`src/rtl/muldiv_pkg.sv`:
```
// Shared types for the HI/LO multiply/divide unit: decoded ops, FSM states,
// accumulate modes and the operand/control bundle latched at issue.
package muldiv_pkg;

  localparam int unsigned XLEN      = 32;
  localparam int unsigned DIV_ITERS = 32;
  localparam int unsigned CNT_W     = $clog2(DIV_ITERS);

  typedef enum logic [4:0] {
    OP_NOP, OP_ALU, OP_LOAD, OP_STORE, OP_BRANCH, OP_MFHI, OP_MFLO,
    OP_MULT, OP_MULTU, OP_MADD, OP_MADDU, OP_MSUB, OP_MSUBU,
    OP_DIV, OP_DIVU, OP_MTHI, OP_MTLO
  } op_t;

  typedef enum logic [1:0] {IDLE, MUL, DIV, FIX} state_t;

  typedef enum logic [1:0] {SET, ADD, SUB} acc_mode_t;

  typedef struct packed {
    logic [XLEN-1:0] op_a;
    logic [XLEN-1:0] op_b;
    acc_mode_t       mode;
    logic            sgn;
    logic            q_neg;
    logic            r_neg;
    logic            div0;
  } issue_t;

  function automatic logic is_mul_op(op_t op);
    return op inside {OP_MULT, OP_MULTU, OP_MADD, OP_MADDU, OP_MSUB, OP_MSUBU};
  endfunction

  function automatic logic is_div_op(op_t op);
    return op inside {OP_DIV, OP_DIVU};
  endfunction

  function automatic logic is_muldiv_op(op_t op);
    return is_mul_op(op) || is_div_op(op) || (op == OP_MTHI) || (op == OP_MTLO);
  endfunction

  function automatic logic is_signed_op(op_t op);
    return op inside {OP_MULT, OP_MADD, OP_MSUB, OP_DIV};
  endfunction

  function automatic acc_mode_t acc_mode_of(op_t op);
    case (op)
      OP_MADD, OP_MADDU: return ADD;
      OP_MSUB, OP_MSUBU: return SUB;
      default:           return SET;
    endcase
  endfunction

endpackage

```
`src/rtl/div_iter_u32.sv`:
```
// Unsigned radix-2 restoring divider, one quotient bit per step.
// done is high while the final iteration is being performed.
module div_iter_u32
  import muldiv_pkg::*;
(
  input  logic            clk,
  input  logic            reset,
  input  logic            start,
  input  logic            step,
  input  logic [XLEN-1:0] dividend,
  input  logic [XLEN-1:0] divisor,
  output logic            done,
  output logic [XLEN-1:0] quot,
  output logic [XLEN-1:0] rem
);

  logic [2*XLEN-1:0] rq_q;
  logic [2*XLEN-1:0] rq_nxt;
  logic [XLEN-1:0]   dvsr_q;
  logic [CNT_W-1:0]  cnt_q;
  logic [XLEN:0]     window_c;
  logic [XLEN:0]     trial_c;

  // 33-bit window so divisors above 2^31 compare correctly
  assign window_c = rq_q[2*XLEN-1:XLEN-1];
  assign trial_c  = window_c - {1'b0, dvsr_q};

  always_comb begin
    rq_nxt = {rq_q[2*XLEN-2:0], 1'b0};
    if (window_c >= {1'b0, dvsr_q}) begin
      rq_nxt = {trial_c[XLEN-1:0], rq_q[XLEN-2:0], 1'b1};
    end
  end

  always_ff @(posedge clk) begin
    if (reset) begin
      rq_q   <= '0;
      dvsr_q <= '0;
      cnt_q  <= '0;
      done   <= 1'b0;
    end else if (start) begin
      rq_q   <= {{XLEN{1'b0}}, dividend};
      dvsr_q <= divisor;
      cnt_q  <= '0;
      done   <= 1'b0;
    end else if (step) begin
      rq_q   <= rq_nxt;
      cnt_q  <= cnt_q + CNT_W'(1);
      done   <= (cnt_q == CNT_W'(DIV_ITERS - 2));
    end
  end

  assign quot = rq_q[XLEN-1:0];
  assign rem  = rq_q[2*XLEN-1:XLEN];

endmodule

```
`src/rtl/hilo_muldiv.sv`:
```
// Execute-stage multiply/divide unit owning the HI/LO registers; busy stays
// high while an operation is in flight so MFHI/MFLO consumers can stall.
module hilo_muldiv
  import muldiv_pkg::*;
(
  input  logic            clk,
  input  logic            reset,
  input  logic            in_valid,
  output logic            in_ready,
  input  op_t             op,
  input  logic [XLEN-1:0] rs_val,
  input  logic [XLEN-1:0] rt_val,
  input  logic            flush,
  output logic            busy,
  output logic [XLEN-1:0] hi_out,
  output logic [XLEN-1:0] lo_out
);

  state_t            state_q, state_nxt;
  issue_t            lat_q, lat_nxt;
  logic [XLEN-1:0]   hi_q, lo_q, hi_nxt, lo_nxt;
  logic              accept;
  logic              div_start, div_step, div_done;
  logic [XLEN-1:0]   dvd_c, dvs_c, div_quot, div_rem;
  logic [2*XLEN-1:0] mul_a_c, mul_b_c, prod_c, hilo_c;

  assign in_ready = (state_q == IDLE) && !flush;
  assign accept   = in_valid && in_ready;

  // Signed divides run on magnitudes; signs are restored in FIX
  assign dvd_c     = (is_signed_op(op) && rs_val[XLEN-1]) ? -rs_val : rs_val;
  assign dvs_c     = (is_signed_op(op) && rt_val[XLEN-1]) ? -rt_val : rt_val;
  assign div_start = accept && is_div_op(op);
  assign div_step  = (state_q == DIV) && !flush;

  div_iter_u32 u_div (
    .clk      (clk),
    .reset    (reset),
    .start    (div_start),
    .step     (div_step),
    .dividend (dvd_c),
    .divisor  (dvs_c),
    .done     (div_done),
    .quot     (div_quot),
    .rem      (div_rem)
  );

  // Sign-extending to 64 bits makes the truncated product correct for both kinds
  assign mul_a_c = {{XLEN{lat_q.sgn & lat_q.op_a[XLEN-1]}}, lat_q.op_a};
  assign mul_b_c = {{XLEN{lat_q.sgn & lat_q.op_b[XLEN-1]}}, lat_q.op_b};
  assign prod_c  = mul_a_c * mul_b_c;
  assign hilo_c  = {hi_q, lo_q};

  always_comb begin
    state_nxt = state_q;
    lat_nxt   = lat_q;
    hi_nxt    = hi_q;
    lo_nxt    = lo_q;
    case (state_q)
      IDLE: begin
        if (accept && is_muldiv_op(op)) begin
          if (op == OP_MTHI) begin
            hi_nxt = rs_val;
          end else if (op == OP_MTLO) begin
            lo_nxt = rs_val;
          end else begin
            lat_nxt.op_a  = rs_val;
            lat_nxt.op_b  = rt_val;
            lat_nxt.mode  = acc_mode_of(op);
            lat_nxt.sgn   = is_signed_op(op);
            lat_nxt.q_neg = is_signed_op(op) && (rs_val[XLEN-1] ^ rt_val[XLEN-1]);
            lat_nxt.r_neg = is_signed_op(op) && rs_val[XLEN-1];
            lat_nxt.div0  = (rt_val == '0);
            state_nxt     = is_div_op(op) ? DIV : MUL;
          end
        end
      end
      MUL: begin
        state_nxt = IDLE;
        if (!flush) begin
          case (lat_q.mode)
            ADD:     {hi_nxt, lo_nxt} = hilo_c + prod_c;
            SUB:     {hi_nxt, lo_nxt} = hilo_c - prod_c;
            default: {hi_nxt, lo_nxt} = prod_c;
          endcase
        end
      end
      DIV: begin
        if (flush) begin
          state_nxt = IDLE;
        end else if (div_done) begin
          state_nxt = FIX;
        end
      end
      FIX: begin
        state_nxt = IDLE;
        if (!flush) begin
          if (lat_q.div0) begin
            lo_nxt = '1;
            hi_nxt = lat_q.op_a;
          end else begin
            lo_nxt = lat_q.q_neg ? -div_quot : div_quot;
            hi_nxt = lat_q.r_neg ? -div_rem : div_rem;
          end
        end
      end
      default: state_nxt = IDLE;
    endcase
  end

  always_ff @(posedge clk) begin
    if (reset) begin
      state_q <= IDLE;
      lat_q   <= '0;
      hi_q    <= '0;
      lo_q    <= '0;
      busy    <= 1'b0;
    end else begin
      state_q <= state_nxt;
      lat_q   <= lat_nxt;
      hi_q    <= hi_nxt;
      lo_q    <= lo_nxt;
      busy    <= (state_nxt != IDLE);
    end
  end

  assign hi_out = hi_q;
  assign lo_out = lo_q;

endmodule
```
`config.mk`:
```
export PLATFORM = sky130hd
export DESIGN_NAME = hilo_muldiv
export DESIGN_NICKNAME = d
export VERILOG_FILES = /design/src/rtl/muldiv_pkg.sv /design/src/rtl/div_iter_u32.sv /design/src/rtl/hilo_muldiv.sv
export SDC_FILE = /design/constraint.sdc
export NUM_CORES = 2
export LEC_CHECK = 0
export BUFFER_PORTS_ARGS = -buffer_cell sky130_fd_sc_hd__buf_2
export CAP_MARGIN = 20
export CORE_ASPECT_RATIO = 0.7
export CORE_MARGIN = 1
export CORE_UTILIZATION = 60
export DETAILED_ROUTE_END_ITERATION = 7
export GPL_ROUTABILITY_DRIVEN = 1
export PLACE_DENSITY = 0.87
export REMOVE_ABC_BUFFERS = 1
export SKIP_CTS_REPAIR_TIMING = 1
export SYNTH_ARGS = -nofsm -noshare
export SYNTH_HDL_FRONTEND = slang
export SYNTH_SLANG_ARGS = --single-unit
```
`constraint.sdc`:
```
create_clock -name clk -period 10.9 [get_ports clk]
set_clock_uncertainty 0.05 [all_clocks]
set_input_delay 0.545 -clock clk [delete_from_list [all_inputs] [get_ports clk]]
set_output_delay 0.545 -clock clk [all_outputs]
set_load 0.03 [all_outputs]
```
# == After elaboration in Yosys (flattened, before gate mapping) ==
# Cells that the tools add are included.
# classes
addsub,8
mul,1
order_cmp,1
n_eq_ne,22
n_mux,30
bitwise,5
reduce_logical,27
# ops
cell,n
$mux W32,17
$pmux W32 S3,2
$neg A32 Y32,4
$pmux W32 S2,2
$add A64 B64 Y64,1
$mul A33 B33 Y64,1
$mux W64,1
$sub A64 B64 Y64,1
$eq A5 B4 Y1 const B,8
$ge A33 B32 Y1,1
$logic_not A32 Y1,1
$sub A32 B32 Y32,1
$mux W2,6
$eq A5 B5 Y1 const B,2
$logic_and A1 B1 Y1,8
$reduce_or A2 Y1,4
$eq A2 B2 Y1 const B,3
$ne A2 B1 Y1 const B,3
$ne A2 B2 Y1 const B,3
$pmux W2 S3,1
$reduce_and A6 Y1,1
$reduce_bool A2 Y1,3
$reduce_bool A6 Y1,1
$add A5 B1 Y5 const B,1
13 further kinds,18
# word_totals
regBits,239
output_inout_bits,66

# == Longest topological paths before layout ==
# logic_depth
ltp_word,9
ltp_mapped,47
ltp_nobuf,44

# == Cells and area by module ==
# Synthesis repeated with hierarchy kept, for this count alone.
# hier_totals
cells_unflattened,7523
hier_area_um2,61853.1
# by_module_without_submodules
module,instances,cells_per_inst,area_per_inst_um2,seq_area_each_um2
hilo_muldiv,1,6692,55202.9,2742.6
div_iter_u32,1,831,6650.1,2042.0

# == Worst setup path after synthesis ==
# No wires, ideal clock.
# synth_path
kind,register to register
start,reg lat_q[52] in the netlist's numbering
end,"reg hi_q[26], in the netlist hi_out[26]"
t_arrival_ns,9.856
path_slack_ns,0.903
stages_incl_launch_ff,38
period_less_slack_ns,9.997
cell_sequence,dfxtp_1 clkbuf_1 clkbuf_1 nand2_1 fa_1 inv_1 fa_1 fa_1 inv_1 fa_1 fa_1 inv_1 fa_1 fa_1 inv_1 fa_1 inv_1 ha_1 (+2 left out) o41ai_1 a31oi_2 o31ai_2 a21boi_0 xor2_1 inv_1 ha_1 buf_2 inv_1 nand2_1 o21ai_0 or4_1 a2111oi_0 nor4_1 a211oi_2 a41oi_1 a311o_1 a311oi_1
# synth_via
elab_chain_len,5
elab_cells_between_ends,6
cone_classes,2 x add/sub; 1 x mul; 3 x mux
# synth_lines
element,line_no,source
from (decl),hilo_muldiv.sv:20,"issue_t lat_q, lat_nxt;"
from (signal assigned),hilo_muldiv.sv:120,lat_q <= lat_nxt;
$mul A33 B33 Y64 (*),hilo_muldiv.sv:51,assign prod_c = mul_a_c * mul_b_c;
$sub A64 B64 Y64 / $add A64 B64 Y64 (equally long branches),"hilo_muldiv.sv:83, hilo_muldiv.sv:82",
$pmux W32 S2 (*),hilo_muldiv.sv:81,case (lat_q.mode)
$mux W32 (*),hilo_muldiv.sv:80,if (!flush) begin
$pmux W32 S3 (*),hilo_muldiv.sv:59,case (state_q)
to (signal assigned),hilo_muldiv.sv:121,hi_q <= hi_nxt;
to (decl),hilo_muldiv.sv:21,"logic [XLEN-1:0] hi_q, lo_q, hi_nxt, lo_nxt;"
# Mark *: on every way between the ends. The rest lies on a longest branch, timed or not. The select of a mux whose other input is x is not followed.
# A chain may end at the register's enable or synchronous reset.

# == Worst setup path in the final report ==
# layout_path
start,reg lat_q[46] in the netlist's numbering
end,"reg hi_q[23], in the netlist hi_out[23]"
# Same word-level chain as after synthesis.

==> impl.org <==
** Final layout
- Most frequent standard cell in the layout excluding fill and tap cells :: sky130_fd_sc_hd__inv_1
- Ratio of cells with drive above 1 in the final layout :: 13.4%
- With fillers left out, the area of the finished cells amounts to about 68,000 um^2.
- Area Overhead vs Synth :: 12.4%
- The library cells used most frequently in the layout, excluding fill and tap cells, are sky130_fd_sc_hd__inv_1, sky130_fd_sc_hd__fa_1, sky130_fd_sc_hd__nand2_1.
- Count of nets after finishing :: about 9,400

** Synthesis
- A synthesized cell averages 8.18 um^2.
- After technology mapping, the gate count stands at approximately 7,400.
- In this run the cell area of the synthesized design comes to between 60,000 and 70,000 um^2.
- Post-synthesis sequential area ratio :: ~8%
- In this run, distinct cell masters in the synthesized netlist total slightly below 90.
- Yosys mapped a number of flops with a built-in enable equal to 0.
- During synthesis, Yosys emitted a total of 0 warnings.
- Number of register bits inferred by synthesis :: 239
- In the synthesized netlist the dominant register cell turns out to be sky130_fd_sc_hd__dfxtp_1.
- In the synthesized netlist the async set-or-reset flop fraction comes to 0%.

** Global route
- Antenna violations before repair :: 21
- Global-route wire length before repair :: around 360 mm
- For this run the aggregate overflow at the end of global routing stands at 0.
- The number of global-route vias before repair is 56,200.
- For this run, the total global-route usage over all layers was measured as 46.8%.
- Entering global routing, the biggest net connects between 70 and 80 pins.

** Power and ir drop
- Of the total power, the share spent switching nets is around 40%.
- Power per Cell Area :: around 45 nW/um^2
- Summed over all nets, the switching power comes to between 1000 and 1500 uW.
- Combinational share of power :: between 30% and 40%
- Static leakage :: 0.0314 uW
- Maximum vdd ir drop :: 0.000117 V
- Part of the total power dissipated in sequential elements :: 29.9%
- Of the total power, the clock network draws 33.3%.
- Internal power :: between 1500 and 2000 uW

** Clock tree
- TritonCTS built the clock tree.
- Total number of clock tree sinks :: 239
- After clock tree synthesis, the clock-pin slew on the worst setup and hold paths is 70 ps.
- Root Buffer :: sky130_fd_sc_hd__clkbuf_16
- Level count of the clock H-tree :: 1
- Number of CTS-inserted buffers :: 27
- The clock reaches the later pin of the worst-skew pair after 630 ps.
- The longest clock path from root to sink contains 3 buffers.

** Worst setup path
- The slowest stage of the critical path belongs to the cell sky130_fd_sc_hd__fa_1.
- Worst Setup End Kind :: register
- The worst register-to-register path begins at lat_q[46].
- For the worst flop-to-flop path, the logic depth is 42.
- STA classifies the critical path startpoint as a register.
- Data on the critical path is required at its endpoint by roughly 11,000 ps.
- The most critical setup path has its startpoint at lat_q[46].
- At the worst endpoint, the arrival time is 11,170 ps.
- Crit path max fanout :: 19
- In this design, the stage delay of the slowest critical-path cell is approximately 600 ps.
- Critical path class :: register to register

** Placed design
- In this run the cell area measured after placement is 66,300 um^2.
- At the end of routability-driven placement, the weighted congestion stood at 1.07.
- Input and output buffers added on the ports amount to 138.
- Post-DP HPWL :: 196 mm

** Routing
- The final layout contains routed wiring with a total length of 240 mm.
- Per-cell routed wire length :: roughly 26 um
- The first routing iteration left 7,765 violations.
- Final antenna-violating net count :: 0
- Detailed routing inserted a total of 56,800 vias.
- After detailed routing, the number of remaining DRC violations is 0.
- Using the TritonRoute via totals, the vias-per-cell ratio works out to 6.23.
- First-pass DRT Iterations :: 8

** Floorplanning
- Floorplan die height :: 267 um
- Floorplan die width :: 381 um
- In this run the count of I/O pins placed on the die edge is approximately 140.
- Standard-cell row count :: 96
- Die area :: 102,000 um^2
- Starting Density :: 61.1%
- In this run the standard cell core region covers 98,900 um^2.

** Min path
- Hold WC Path Type :: input pin to register
- Cell depth of the worst hold path :: 3
- The startpoint identified for the worst hold timing path is rt_val[23].

** Timing
- Number of setup violations in the final report :: 0
- Derived from the worst setup path, the maximum achievable clock frequency is about 94 MHz.
- The final max-slew violation count is 0.
- In this run the tightest slew margin relative to its limit is 9.92%.
- Hold timing on the final database bottoms out at a slack of roughly 160 ps.
- Min Tclk post-route :: 10,690 ps
- The final hold violation count came to 0.
- At the pin with the least slew margin, the transition time is 1330 ps.
- The worst path uses 98.1% of the clock period.

** Status
- The flow ran to the end, and the final reports show no timing, DRC or antenna violations.

** Job
- The tool flagged a number of max-cap violations equal to 0.
[final timing paths]
kind / endpoint / slack (ps)
worst min-delay path: lat_q[29] / 160
worst min register to register: u_div.dvsr_q[31] / 420
worst max register to register: hi_out[23] / 210
worst max-delay path: hi_out[23] / 210
[cell usage after synthesis, drive strengths merged (7+ instances only)]
| cell type | instances | share of area (%) |
|---|---|---|
| nor3 | 74 | 0.61 |
| dfxtp | 239 | 7.9 |
| nand2 | 1053 | 6.5 |
| a311o | 8 | 0.13 |
| ha | 383 | 7.9 |
| and4 | 7 | 0.10 |
| or4 | 15 | 0.19 |
| mux2i | 9 | 0.15 |
| and3 | 33 | 0.34 |
| a31oi | 45 | 0.48 |
| a211o | 10 | 0.14 |
| o211ai | 28 | 0.35 |
| nand2b | 42 | 0.43 |
| a21o | 69 | 0.86 |
| nor2 | 381 | 2.4 |
| a211oi | 79 | 0.99 |
| nand4 | 44 | 0.46 |
| o21ai | 252 | 2.1 |
| a22oi | 8 | 0.099 |
| or2 | 27 | 0.28 |
| nor4 | 28 | 0.29 |
| a221oi | 48 | 0.71 |
| and2 | 394 | 4.1 |
| nor2b | 37 | 0.38 |
| o31ai | 48 | 0.61 |
| o22ai | 22 | 0.23 |
| o41ai | 26 | 0.43 |
| inv | 1292 | 8.0 |
| a311oi | 52 | 0.76 |
| buf | 24 | 0.19 |
| or3 | 37 | 0.39 |
| xnor2 | 208 | 3.0 |
| o221ai | 19 | 0.28 |
| o21bai | 70 | 0.87 |
| a21boi | 13 | 0.16 |
| nand3 | 70 | 0.58 |
| xor2 | 93 | 1.3 |
| fa | 1128 | 37 |
| clkbuf | 436 | 2.7 |
| a21oi | 440 | 3.7 |
| a221o | 8 | 0.13 |
| o21a | 15 | 0.19 |
[power by group through the flow]
stage | Clock (uW) | Combinational [uW] | Sequential (uW)
6_report | 1030 | 1130 | 921
5_1_grt | 1050 | 1180 | 922
4_1_cts | 1020 | 1060 | 919
3_5_place_dp | 0 | 1050 | 938
3_3_place_gp | 0 | 1040 | 938
2_1_floorplan | 0 | 514 | 956
[routing by layer]
metal | GRT usage, % | vias up | share of wire, % | routed length, um
met5 | 2.23 | - | 0.31 | 738
met4 | 16.6 | 40 | 4.4 | 10500
met3 | 21.7 | 715 | 18 | 42400
met2 | 62.3 | 4211 | 38 | 92000
met1 | 65.7 | 27800 | 39 | 94000
li1 | - | 24100 | - | -
[sequential cells by signal, summed over array words and instances, names as in the netlist]
name          cells
state_q           2
lat_q            70
u_div.dvsr_q     32
lo_out           32
busy              1
u_div.cnt_q       5
u_div.rq_q       64
u_div.done        1
hi_out           32
[per-stage QoR]
step           utilization, %  setup TNS [ps]  total power, uW  setup WS (ps)  cells
3_5_place_dp             67.0           -3000             1990           -749   9054
5_1_grt                  68.7            -183             3160          -48.3   9112
6_report                 68.7               0             3080            211   9116
4_1_cts                  68.0           -3430             2990           -765   9102
2_1_floorplan               -               0             1470            582   6926
3_3_place_gp             67.0           -1830             1980           -805   9053
[kinds of logic (layout without fill, tap and decap cells)]
| group | after synthesis | in the layout | synth area share, % |
|---|---|---|---|
| XOR/XNOR | 301 | 301 | 4.36 |
| other | 0 | 5 | 0 |
| adder cells (fa/ha/maj) | 1511 | 1511 | 45.3 |
| buffers and inverters | 1755 | 2157 | 10.9 |
| multiplexers | 10 | 10 | 0.168 |
| AND/OR/NAND/NOR | 2256 | 2256 | 17.2 |
| AO/OA/AOI/OAI | 1314 | 1314 | 14.0 |
| flip-flops | 239 | 239 | 7.92 |
[layout make-up]
| type | count | area, um^2 |
|---|---|---|
| clock buffers | 33 | 738 |
| well taps | 1323 | 1660 |
| flip-flops and latches | 239 | 4820 |
| multi-input cells | 5392 | 49600 |
| inverters | 1295 | 4860 |
| repair buffers | 814 | 6000 |
| clock inverters | 15 | 179 |
| fillers | 7900 | 31000 |
| diodes | 5 | 12.5 |
[critical path: cells and delay by family (launching register included)]
family	cells	cell delay (ps)
AO/OA/AOI/OAI	11	2390
XOR/XNOR	2	430
adder cells (fa/ha/maj)	10	4390
buffers and inverters	12	1520
flip-flops	1	470
AND/OR/NAND/NOR	7	1300
Note: power is estimated with default switching activity, not from simulation.
